<file path="src/rtl/edge_cnt_pkg.sv">
// Shared constants, BCD types and the terminal-count decoder for the D0 edge BCD counter.
package edge_cnt_pkg;

  localparam int unsigned BCD_W   = 4;
  localparam logic [3:0]  BCD_MAX = 4'd9;
  localparam int unsigned FILT_W  = 4;

  typedef struct packed {
    logic [BCD_W-1:0] tens;
    logic [BCD_W-1:0] ones;
  } bcd2_t;

  // Decodes a 0..99 integer into two BCD digits; evaluated at elaboration only.
  function automatic bcd2_t to_bcd2(input int unsigned value);
    int unsigned tens;
    int unsigned ones;
    bcd2_t       result;
    tens        = (value / 10) % 10;
    ones        = value % 10;
    result.tens = tens[BCD_W-1:0];
    result.ones = ones[BCD_W-1:0];
    return result;
  endfunction

endpackage

</file>
<file path="src/rtl/d0_edge_bcd_counter_if.sv">
// Control and display bundle of the D0 edge BCD counter; master drives stimulus, slave is the core.
interface d0_edge_bcd_counter_if;
  import edge_cnt_pkg::*;

  logic             d_in;
  logic             en;
  logic             clr;
  logic             edge_pulse;
  logic             wrap;
  logic [BCD_W-1:0] bcd_ones;
  logic [BCD_W-1:0] bcd_tens;

  modport master (
    output d_in,
    output en,
    output clr,
    input  edge_pulse,
    input  wrap,
    input  bcd_ones,
    input  bcd_tens
  );

  modport slave (
    input  d_in,
    input  en,
    input  clr,
    output edge_pulse,
    output wrap,
    output bcd_ones,
    output bcd_tens
  );

endinterface

</file>
<file path="src/rtl/sync_edge_detect.sv">
// Two-flop synchroniser plus rising-edge detector for the asynchronous D0 level.
// With EDGE_FILTER_EN defined, a FILT_LEN-cycle stability filter sits between sync and detector.
module sync_edge_detect
  import edge_cnt_pkg::*;
#(
  parameter int unsigned FILT_LEN = 4
) (
  input  logic i_clk,
  input  logic i_rst_n,
  input  logic i_d,
  output logic o_edge
);

  if (FILT_LEN < 2 || FILT_LEN > 15) begin : g_bad_filt_len
    $error("FILT_LEN must be in 2..15");
  end

  logic r_s1;
  logic r_s2;
  logic r_prev;
  logic w_lvl;

  always_ff @(posedge i_clk or negedge i_rst_n) begin
    if (!i_rst_n) begin
      r_s1 <= 1'b0;
      r_s2 <= 1'b0;
    end else begin
      r_s1 <= i_d;
      r_s2 <= r_s1;
    end
  end

`ifdef EDGE_FILTER_EN
  localparam logic [FILT_W-1:0] FiltLast = FILT_W'(FILT_LEN - 1);

  logic [FILT_W-1:0] r_filt_cnt;
  logic [FILT_W-1:0] w_filt_cnt_d;
  logic              r_lvl;
  logic              w_lvl_d;

  // Any cycle where s2 agrees with lvl restarts the stability count.
  always_comb begin
    w_filt_cnt_d = '0;
    w_lvl_d      = r_lvl;
    if (r_s2 != r_lvl) begin
      if (r_filt_cnt == FiltLast) begin
        w_lvl_d = r_s2;
      end else begin
        w_filt_cnt_d = r_filt_cnt + 1'b1;
      end
    end
  end

  always_ff @(posedge i_clk or negedge i_rst_n) begin
    if (!i_rst_n) begin
      r_filt_cnt <= '0;
      r_lvl      <= 1'b0;
    end else begin
      r_filt_cnt <= w_filt_cnt_d;
      r_lvl      <= w_lvl_d;
    end
  end

  assign w_lvl = r_lvl;
`else
  assign w_lvl = r_s2;
`endif

  always_ff @(posedge i_clk or negedge i_rst_n) begin
    if (!i_rst_n) begin
      r_prev <= 1'b0;
    end else begin
      r_prev <= w_lvl;
    end
  end

  assign o_edge = w_lvl & ~r_prev;

endmodule

</file>
<file path="src/rtl/d0_edge_bcd_counter.sv">
// Counts rising edges of the divided D0 blink level in a 2-digit BCD counter (00..MAX_COUNT).
// Macro EDGE_FILTER_EN enables the input glitch filter inside sync_edge_detect.
module d0_edge_bcd_counter
  import edge_cnt_pkg::*;
#(
  parameter int unsigned MAX_COUNT = 99,
  parameter int unsigned FILT_LEN  = 4
) (
  input logic                  i_clk,
  input logic                  i_rst_n,
  d0_edge_bcd_counter_if.slave if_bus
);

  if (MAX_COUNT < 1 || MAX_COUNT > 99) begin : g_bad_max_count
    $error("MAX_COUNT must be in 1..99");
  end

  localparam bcd2_t MaxBcd = to_bcd2(MAX_COUNT);

  logic             w_edge;
  logic             w_at_max;
  logic [BCD_W-1:0] r_ones;
  logic [BCD_W-1:0] r_tens;
  logic [BCD_W-1:0] w_ones_d;
  logic [BCD_W-1:0] w_tens_d;
  logic             r_edge_pulse;
  logic             r_wrap;
  logic             w_edge_pulse_d;
  logic             w_wrap_d;

  sync_edge_detect #(
    .FILT_LEN (FILT_LEN)
  ) u_sync_edge_detect (
    .i_clk   (i_clk),
    .i_rst_n (i_rst_n),
    .i_d     (if_bus.d_in),
    .o_edge  (w_edge)
  );

  assign w_at_max = (r_tens == MaxBcd.tens) && (r_ones == MaxBcd.ones);

  // Clear beats a coincident edge; the edge is dropped, not deferred.
  always_comb begin
    w_ones_d       = r_ones;
    w_tens_d       = r_tens;
    w_edge_pulse_d = 1'b0;
    w_wrap_d       = 1'b0;
    if (if_bus.clr) begin
      w_ones_d = '0;
      w_tens_d = '0;
    end else if (w_edge && if_bus.en) begin
      w_edge_pulse_d = 1'b1;
      if (w_at_max) begin
        w_ones_d = '0;
        w_tens_d = '0;
        w_wrap_d = 1'b1;
      end else if (r_ones == BCD_MAX) begin
        w_ones_d = '0;
        w_tens_d = (r_tens == BCD_MAX) ? '0 : r_tens + 1'b1;
      end else begin
        w_ones_d = r_ones + 1'b1;
      end
    end
  end

  always_ff @(posedge i_clk or negedge i_rst_n) begin
    if (!i_rst_n) begin
      r_ones       <= '0;
      r_tens       <= '0;
      r_edge_pulse <= 1'b0;
      r_wrap       <= 1'b0;
    end else begin
      r_ones       <= w_ones_d;
      r_tens       <= w_tens_d;
      r_edge_pulse <= w_edge_pulse_d;
      r_wrap       <= w_wrap_d;
    end
  end

  assign if_bus.edge_pulse = r_edge_pulse;
  assign if_bus.wrap       = r_wrap;
  assign if_bus.bcd_ones   = r_ones;
  assign if_bus.bcd_tens   = r_tens;

endmodule

</file>
<file path="src/flat_wrapper.sv">
// flat-port wrapper written by rule: the top's interface ports become plain ports
module d0_edge_bcd_counter_flat import edge_cnt_pkg::*;
#(
  parameter int unsigned MAX_COUNT = 99,
  parameter int unsigned FILT_LEN  = 4
)
  (i_clk, i_rst_n, if_bus_d_in, if_bus_en, if_bus_clr, if_bus_edge_pulse, if_bus_wrap, if_bus_bcd_ones, if_bus_bcd_tens);
  d0_edge_bcd_counter_if if_bus_i ();
  input logic i_clk;
  input logic i_rst_n;
  input wire logic [$bits(if_bus_i.d_in)-1:0] if_bus_d_in;
  input wire logic [$bits(if_bus_i.en)-1:0] if_bus_en;
  input wire logic [$bits(if_bus_i.clr)-1:0] if_bus_clr;
  output wire logic [$bits(if_bus_i.edge_pulse)-1:0] if_bus_edge_pulse;
  output wire logic [$bits(if_bus_i.wrap)-1:0] if_bus_wrap;
  output wire logic [$bits(if_bus_i.bcd_ones)-1:0] if_bus_bcd_ones;
  output wire logic [$bits(if_bus_i.bcd_tens)-1:0] if_bus_bcd_tens;
  assign if_bus_i.d_in = if_bus_d_in;
  assign if_bus_i.en = if_bus_en;
  assign if_bus_i.clr = if_bus_clr;
  assign if_bus_edge_pulse = if_bus_i.edge_pulse;
  assign if_bus_wrap = if_bus_i.wrap;
  assign if_bus_bcd_ones = if_bus_i.bcd_ones;
  assign if_bus_bcd_tens = if_bus_i.bcd_tens;
  d0_edge_bcd_counter #(.MAX_COUNT(MAX_COUNT), .FILT_LEN(FILT_LEN)) u_core (.i_clk(i_clk), .i_rst_n(i_rst_n), .if_bus(if_bus_i));
endmodule
</file>
<file path="config.mk">
export PLATFORM = sky130hd
export DESIGN_NAME = d0_edge_bcd_counter_flat
export DESIGN_NICKNAME = d
export VERILOG_FILES = /design/src/rtl/edge_cnt_pkg.sv /design/src/rtl/d0_edge_bcd_counter_if.sv /design/src/rtl/sync_edge_detect.sv /design/src/rtl/d0_edge_bcd_counter.sv /design/src/flat_wrapper.sv
export SDC_FILE = /design/constraint.sdc
export NUM_CORES = 1
export LEC_CHECK = 0
export CAP_MARGIN = 40
export CELL_PAD_IN_SITES_DETAIL_PLACEMENT = 0
export CELL_PAD_IN_SITES_GLOBAL_PLACEMENT = 2
export CORE_ASPECT_RATIO = 0.7
export CORE_UTILIZATION = 26
export DETAILED_ROUTE_END_ITERATION = 8
export HOLD_SLACK_MARGIN = 0.1
export PLACE_DENSITY = 0.69
export SLEW_MARGIN = 20
export SYNTH_ARGS = -nofsm -noshare
export SYNTH_HDL_FRONTEND = slang
export SYNTH_HIERARCHICAL = 1
export SYNTH_SLANG_ARGS = --single-unit
</file>
<file path="constraint.sdc">
create_clock -name i_clk -period 1.4 [get_ports i_clk]
set_input_delay 0.14 -clock i_clk [delete_from_list [all_inputs] [get_ports i_clk]]
set_output_delay 0.14 -clock i_clk [all_outputs]
set_load 0.05 [all_outputs]
</file>
# Yosys cells after proc, flatten, opt, wreduce, memory -nomap -nowiden
# Index checks and enable logic that the tools add are counted.
# totals
ramBits,0
mem_bits_ro,0
regBits,13
mem_count,0
latchBits,0
inputBits,5
# op_classes
mux,14
n_reduce_logical,5
n_lt_le_gt_ge,0
bitwise,2
mul,0
n_addsub,2
shift,0
eq_ne,2
n_div,0
# op_table
cell,count
two-way mux 4 bit,9
adder 4 x 1 -> 4 bit (second input constant),2
== test 4 bit (second input constant),2
two-way mux 1 bit,5
nonzero test 3 bit,1
logical AND 1 bit,2
AND reduction 2 bit,1
nonzero test 2 bit,1
AND 1 bit,1
NOT 1 bit,1

# Longest topological paths before layout
# Gate-level depths: netlist of run 1.
# logic_depth
ltp_word,6
ltp_mapped,5
ltp_nobuf,5

# Cells and area by module
# Netlist of run 1, hierarchy kept.
# modules_own_cells
module,cells_each,instances,area_each_um2,seq_area_each_um2
d0_edge_bcd_counter,57,1,548.0,250.2
sync_edge_detect,4,1,88.8,75.1

# Worst setup path before layout of run 1
# Ideal clock, no wire load.
# synth_timing
path_type,register to register
startpoint,"register u_core.r_ones[1], in the netlist u_core/if_bus.bcd_ones[1]"
endpoint,"register u_core.r_ones[1], in the netlist u_core/if_bus.bcd_ones[1]"
setup_ns,0.078
slack_ns,-0.284
synth_period_minus_slack_ns,1.684
arrival_time_ns,1.606
path_stages_with_launch,6
cell_sequence,dfrtp_1 -> inv_1 -> ha_1 -> and3b_4 -> or3_1 -> a21oi_1
# synth_between
elab_chain_cells,5
word_cells_on_any_way,7
cone_classes,1 x add/sub; 1 x eq/ne; 4 x mux; 1 x reduce/logical
# synth_lines
item,line_no,source
"start, declared",d0_edge_bcd_counter.sv:22,logic [BCD_W-1:0] r_ones;
"start signal, assigned",d0_edge_bcd_counter.sv:73,r_ones <= w_ones_d;
adder 4 x 1 -> 4 bit or == test 4 bit (tied branches),"d0_edge_bcd_counter.sv:61, d0_edge_bcd_counter.sv:40, d0_edge_bcd_counter.sv:57",
two-way mux 4 bit or logical AND 1 bit (tied branches),"d0_edge_bcd_counter.sv:57, d0_edge_bcd_counter.sv:40",
two-way mux 4 bit (*),d0_edge_bcd_counter.sv:53,if (w_at_max) begin
two-way mux 4 bit (*),d0_edge_bcd_counter.sv:51,end else if (w_edge && if_bus.en) begin
two-way mux 4 bit (*),d0_edge_bcd_counter.sv:48,if (if_bus.clr) begin
# Every way passes the cells marked *; elsewhere a longest branch is shown, timed or not. The select of a mux whose other input is x is not followed.
# A chain may end at the register's enable or synchronous reset.

# Worst setup path after layout of run 1
# layout_timing
startpoint,"register u_core.r_ones[0], in the netlist u_core/if_bus.bcd_ones[0]"
endpoint,"register u_core.r_ones[1], in the netlist u_core/if_bus.bcd_ones[1]"
# Same word-level chain as after synthesis.

==> run_results.csv, run 1 <==
group,metric,value,unit
floorplan,start_util,28.6,%
cts,cts_tree,"yes",
cells_and_area,synthToLayoutAreaGrowth,60.5,%
worst_setup_path,setup.worst_path.class,"reg2reg",
floorplan,fp.dieW,61.2,um
cts,clk_path_buf_depth,2,
worst_setup_path,slowest_delay,430,ps
synth,ys_warn_count,6,
timing,rsz0062_at_grt,"yes",
worst_setup_path,endpoint_kind,"flop",
cells_and_area,utilization,46.0,%
synth,synth_area,637,um^2
global_routing,grt_antenna_before_repair,0,
worst_setup_path,cp_cell_sequence,"ha_4 > and3b_4 > or3_4 > a21oi_2",
synth,netlist.area_leader.share,51.1,%
place,place_congestion,0.733,
run_status,status,"completed",
cells_and_area,final_cell_mix,"buf_4 (12), buf_12 (8), dfrtp_1 (7), a21oi_1 (6), dfrtp_2 (6)",
cts,cts.sinks,13,
floorplan,ioPinCount,15,
detailed_routing,first_pass_iters,4,
timing,setup_violations,0,
power,p_leak,0.410,nW
global_routing,first_global_vias,517,
worst_setup_path,worst-path-max-fanout,5,
cells_and_area,diodes,0,
floorplan,rows,14,
cts,holdBufCountCts,0,
synth,yosysTopAreaCell,"dfrtp_1",
worst_setup_path,critical_path_buf_inv_count,0,
timing,relSlewSlack,80.4,%
synth,ys_top_cells_by_area,"dfrtp_1 (51%), ha_1 (7.9%), a21oi_1 (5.5%), or3_1 (3.9%), nand3_1 (3.1%)",
cts,clk_pin_slew_worst_paths,80,ps
synth,syn_avg_cell_area,10.4,um^2
detailed_routing,drt_iter0_markers,10,
timing,slew_violations,0,
floorplan,dieArea,2650,um^2
synth,syn_inst,61,
run,cap_violations,0,
detailed_routing,wl_per_cell,12.1,um
cells_and_area,final_nets,97,
detailed_routing,postRouteAntennaNets,0,
synth,synthesis.nets,70,
timing,fin_crit,1350,ps
cts,clk_latency,270,ps
cells_and_area,finalInstanceArea,1020,um^2
timing,fmax,742,MHz
floorplan,die_h,43.4,um
worst_setup_path,rr_startpoint,"u_core/if_bus.bcd_ones[0]",
timing,post-route-period-util,96.2,%
worst_setup_path,cp_top_family,"simple AND/OR/NAND/NOR gates",
detailed_routing,wl,1440,um
power,irDropWorstVdd,471,uV
cells_and_area,final_cells,119,
place,dp_hpwl,1060,um
place,dp.cells,114,
global_routing,grt_pass1_wl,2340,um
place,dpl_cell_area,972,um^2
synth,ys_ff_latch,13,
worst_setup_path,crit_path_top_delay_cell,"dfrtp_2",
worst_setup_path,worstSetupStartpoint,"u_core/if_bus.bcd_ones[0]",
synth,ys_types,23,
global_routing,grt_overflow,0,
global_routing,grtUsageTotal,12.6,%
cts,htree_levels,1,
global_routing,grt_max_degree,14,
timing,hold_viol,0,
floorplan,core,2220,um^2
worst_setup_path,required,1600,ps
timing,skew,3.16,ps
synth,ys_seq_area_share,51.1,%
power,power_density,686,nW/um^2
detailed_routing,viasPerCell,4.69,
worst_setup_path,crit_arrival,1550,ps
worst_hold_path,hold_path_class,"in2async",
detailed_routing,drc,0,
cells_and_area,final_common_cell,"buf_4",
cells_and_area,layout-drive-gt1-share,42.5,%
cts,cts_root_buf,"clkbuf_4",
worst_setup_path,startpoint_type,"flop",
timing,worst_pin_slew,293,ps
cts,cts_made_buffers,3,
place,io_buffers,14,
detailed_routing,num_vias,558,
[per-layer routing]
metal / vias to the layer above / track usage, % / wire length (um)
met1: 271 / 16.7 / 712
met4: 0 / 2.73 / 9
met3: 2 / 6.27 / 73
li1: 274 / - / -
met5: - / 0 / 0
met2: 11 / 18.5 / 648
[area by class of cell]
cell class	instances	area, um^2
sequential	13	333
timing repair buffer	24	290
inverter	3	11.3
tap	32	40.0
multi-input combinational	43	322
fill	217	1200
clock buffer	4	26.3
[logic make-up (layout without fill, tap and decap cells)]
kind of cell,count (synthesis),after routing,synth area share (%)
AO/OA/AOI/OAI,13,13,11.8
adder cells (fa/ha/maj),4,4,7.86
buffers and inverters,5,31,2.95
flip-flops,13,13,51.1
multiplexers,1,1,1.57
AND/OR/NAND/NOR,25,25,24.8
[repair_timing]
action	in CTS	in global routing
buffers inserted	0	1
resized for setup	0	4
setup endpoints to repair	0	2
hold endpoints to repair	0	0
[cell usage after synthesis (all sizes together)]
| cell type | instances |
|---|---|
| a31oi | 1 |
| nand3b | 2 |
| nand4 | 1 |
| a21oi | 7 |
| nand2b | 2 |
| o32ai | 1 |
| mux2i | 1 |
| ha | 4 |
| and3b | 1 |
| nor2b | 1 |
| nor4 | 1 |
| o21ai | 2 |
| and2 | 1 |
| nor2 | 2 |
| o31ai | 1 |
| nand3 | 4 |
| clkbuf | 2 |
| or3 | 4 |
| a211oi | 1 |
| inv | 3 |
| nand4b | 2 |
| dfrtp | 13 |
| nand2 | 4 |
[worst register-to-register path, delay by kind of cell, from the launching register on]
kind | cells | cell delay (ps)
flip-flops | 1 | 430
AO/OA/AOI/OAI | 1 | 120
AND/OR/NAND/NOR | 2 | 570
adder cells (fa/ha/maj) | 1 | 170
[per-stage QoR]
step | hold WS, ps | power (W) | TNS (ps) | setup slack (ps)
after floorplan | -156 | 0.000426 | -129 | -74.6
after global placement | 335 | 0.000477 | -2.84 | -2.84
after detailed placement | 344 | 0.000477 | -23.4 | -23.4
after CTS | 184 | 0.000706 | 0 | 50.2
after global routing | 195 | 0.000731 | -9.75 | -9.75
final | 177 | 0.000702 | 0 | 52.8
[final timing paths]
check / depth (start not counted) / endpoint / slack (ps)
hold / removal: 2 / u_core/if_bus.wrap / 180
setup reg to reg: 4 / u_core/if_bus.bcd_ones[1] / 50
min in group i_clk: 1 / u_core/u_sync_edge_detect/r_s1 / 300
hold reg to reg: 0 / u_core/u_sync_edge_detect/r_s2 / 360
max in group asynchronous: 2 / u_core/if_bus.bcd_ones[1] / 1040
setup / recovery: 4 / u_core/if_bus.bcd_ones[1] / 50
[where the power goes]
part	leakage [nW]	internal, W	switching [W]
logic	0.231	0.0000400	0.0000428
clock network	0.0150	0.000110	0.000121
registers	0.164	0.000383	0.00000476
[state kept, by name (all words and copies together) (netlist names)]
signal and count:
u_core/u_sync_edge_detect/r_s2 1, u_core/if_bus.edge_pulse 1, u_core/if_bus.wrap 1, u_core/if_bus.bcd_tens 4
u_core/if_bus.bcd_ones 4, u_core/u_sync_edge_detect/r_prev 1, u_core/u_sync_edge_detect/r_s1 1
(Power assumes the default switching activity.)
==> run 2: changes to the inputs <==
CTS_BUF_LIST = sky130_fd_sc_hd__clkbuf_4 sky130_fd_sc_hd__clkbuf_8 sky130_fd_sc_hd__clkbuf_16   (was not set)
SKIP_CTS_REPAIR_TIMING = 1   (was not set)
==> run_results.csv, run 2 (synthesis results as in run 1) <==
group,metric,value,unit
global_routing,grt_max_degree,14,
cts,clk_latency,270,ps
cts,htree_levels,1,
cells_and_area,final_nets,97,
timing,fmax,742,MHz
detailed_routing,num_vias,545,
timing,rsz0062_at_grt,"yes",
detailed_routing,wl,1440,um
worst_setup_path,worst-path-max-fanout,5,
detailed_routing,first_pass_iters,4,
cts,cts_made_buffers,3,
power,seqPwrFrac,53.9,%
power,p_leak,0.414,nW
timing,worst_pin_slew,301,ps
global_routing,grt_antenna_before_repair,0,
cts,cts.sinks,13,
worst_setup_path,cp_top_family,"simple AND/OR/NAND/NOR gates",
timing,post-route-period-util,96.3,%
worst_setup_path,endpoint_kind,"flop",
timing,hold_viol,0,
cts,clk_path_buf_depth,2,
power,power_frac_comb,11.5,%
cells_and_area,diodes,0,
worst_setup_path,setup.worst_path.class,"reg2reg",
power,p_switching,0.000166,W
worst_setup_path,required,1600,ps
power,irDropWorstVdd,470,uV
worst_setup_path,startpoint_type,"flop",
global_routing,grt_pass1_wl,2340,um
detailed_routing,wl_per_cell,12.1,um
timing,slew_violations,0,
timing,setup_violations,0,
detailed_routing,drt_iter0_markers,8,
timing,skew,1.49,ps
global_routing,use_met3,6.27,%
global_routing,gr-usage-met2,18.0,%
power,power_density,701,nW/um^2
global_routing,grt_overflow,0,
floorplan,rows,14,
floorplan,die_h,43.4,um
place,place_congestion,0.733,
power,power.share.switching,23.1,%
cells_and_area,synthToLayoutAreaGrowth,61.1,%
cts,cts_tree,"yes",
timing,relSlewSlack,79.9,%
global_routing,grtUsageTotal,12.6,%
floorplan,dieArea,2650,um^2
run_status,status,"completed",
timing,setup-tns-final,0,ps
cts,cts_root_buf,"clkbuf_4",
power,clockPowerShare,34.6,%
detailed_routing,viasPerCell,4.58,
cells_and_area,n_fill_cell,216,
cells_and_area,final_common_cell,"buf_4",
floorplan,fp.dieW,61.2,um
global_routing,grt-busiest-layer,"met2",
floorplan,core,2220,um^2
timing,fin_crit,1350,ps
floorplan,start_util,28.6,%
worst_setup_path,crit_path_top_delay_cell,"dfrtp_2",
worst_hold_path,hold_path_class,"in2async",
global_routing,use_met1,17.0,%
cells_and_area,layout-drive-gt1-share,43.7,%
power,intPower,0.000553,W
detailed_routing,postRouteAntennaNets,0,
worst_setup_path,crit_arrival,1550,ps
worst_setup_path,slowest_delay,430,ps
detailed_routing,drc,0,
floorplan,ioPinCount,15,
power,totalPowerFinal,0.000719,W
run,cap_violations,0,
cts,clk_pin_slew_worst_paths,80,ps
place,dp_hpwl,1060,um
worst_setup_path,critical_path_buf_inv_count,0,
cells_and_area,final_cell_mix,"buf_4 (12), buf_12 (8), dfrtp_1 (7), a21oi_1 (6), dfrtp_2 (6)",
place,io_buffers,14,
global_routing,first_global_vias,514,
worst_setup_path,cp_cell_sequence,"ha_4 > and3b_4 > or3_4 > a21oi_2",
[run 2: cell count changes in the layout (fill, tap and decap cells not counted)]
cell,delta
clkbuf_4,+1
clkbuf_1,-1
[run 2: stage by stage]
stage	hold slack (ps)	util, %	setup WS, ps	area, um^2	std cells
6_report	180	46.1	52.4	1030	119
5_1_grt	193	46.1	-7.59	1030	119
4_1_cts	184	45.1	50.2	1000	118
3_5_place_dp	344	43.7	-23.4	972	114
3_3_place_gp	335	43.7	-2.84	972	114
2_1_floorplan	-156	-	-74.6	657	61
[run 2: final timing paths]
kind,start,endpoint,slack (ps),depth (start not counted)
max,u_core/if_bus.bcd_ones[0],u_core/if_bus.bcd_ones[1],50,4
min reg2reg,u_core/u_sync_edge_detect/r_s1,u_core/u_sync_edge_detect/r_s2,360,0
min in group i_clk,if_bus_d_in,u_core/u_sync_edge_detect/r_s1,300,1
min,i_rst_n,u_core/if_bus.wrap,180,2
max reg2reg,u_core/if_bus.bcd_ones[0],u_core/if_bus.bcd_ones[1],50,4
max in group asynchronous,i_rst_n,u_core/if_bus.bcd_ones[1],1040,2
[run 2: layout make-up]
class / count / area (um^2) / area share, %
well taps: 32 / 40.0 / 3.90
flip-flops and latches: 13 / 333 / 32.4
inverters: 3 / 11.3 / 1.10
repair buffers: 24 / 290 / 28.3
clock buffers: 4 / 30.0 / 2.93
multi-input cells: 43 / 322 / 31.3
[run 2: power by group through the flow]
stage | combinational [W] | sequential [W] | clock (W)
final | 0.0000829 | 0.000388 | 0.000249
after global routing | 0.0000903 | 0.000389 | 0.000273
after CTS | 0.0000823 | 0.000388 | 0.000255
after detailed placement | 0.0000821 | 0.000395 | 0
after global placement | 0.0000815 | 0.000395 | 0
after floorplan | 0.0000185 | 0.000408 | 0
[run 2: per-layer routing]
| metal | part of all wire, % | wire length [um] | up-vias |
|---|---|---|---|
| met5 | 0 | 0 | - |
| met4 | 0.70 | 10 | 0 |
| met3 | 4.7 | 68 | 2 |
| met2 | 44 | 629 | 9 |
| met1 | 51 | 728 | 263 |
| li1 | - | - | 271 |
[run 2: worst register-to-register path, delay by kind of cell, from the launching register on]
family	cells	cell delay, ps
fa+ha+maj	1	170
flops	1	430
simple gates	2	570
compound gates	1	120
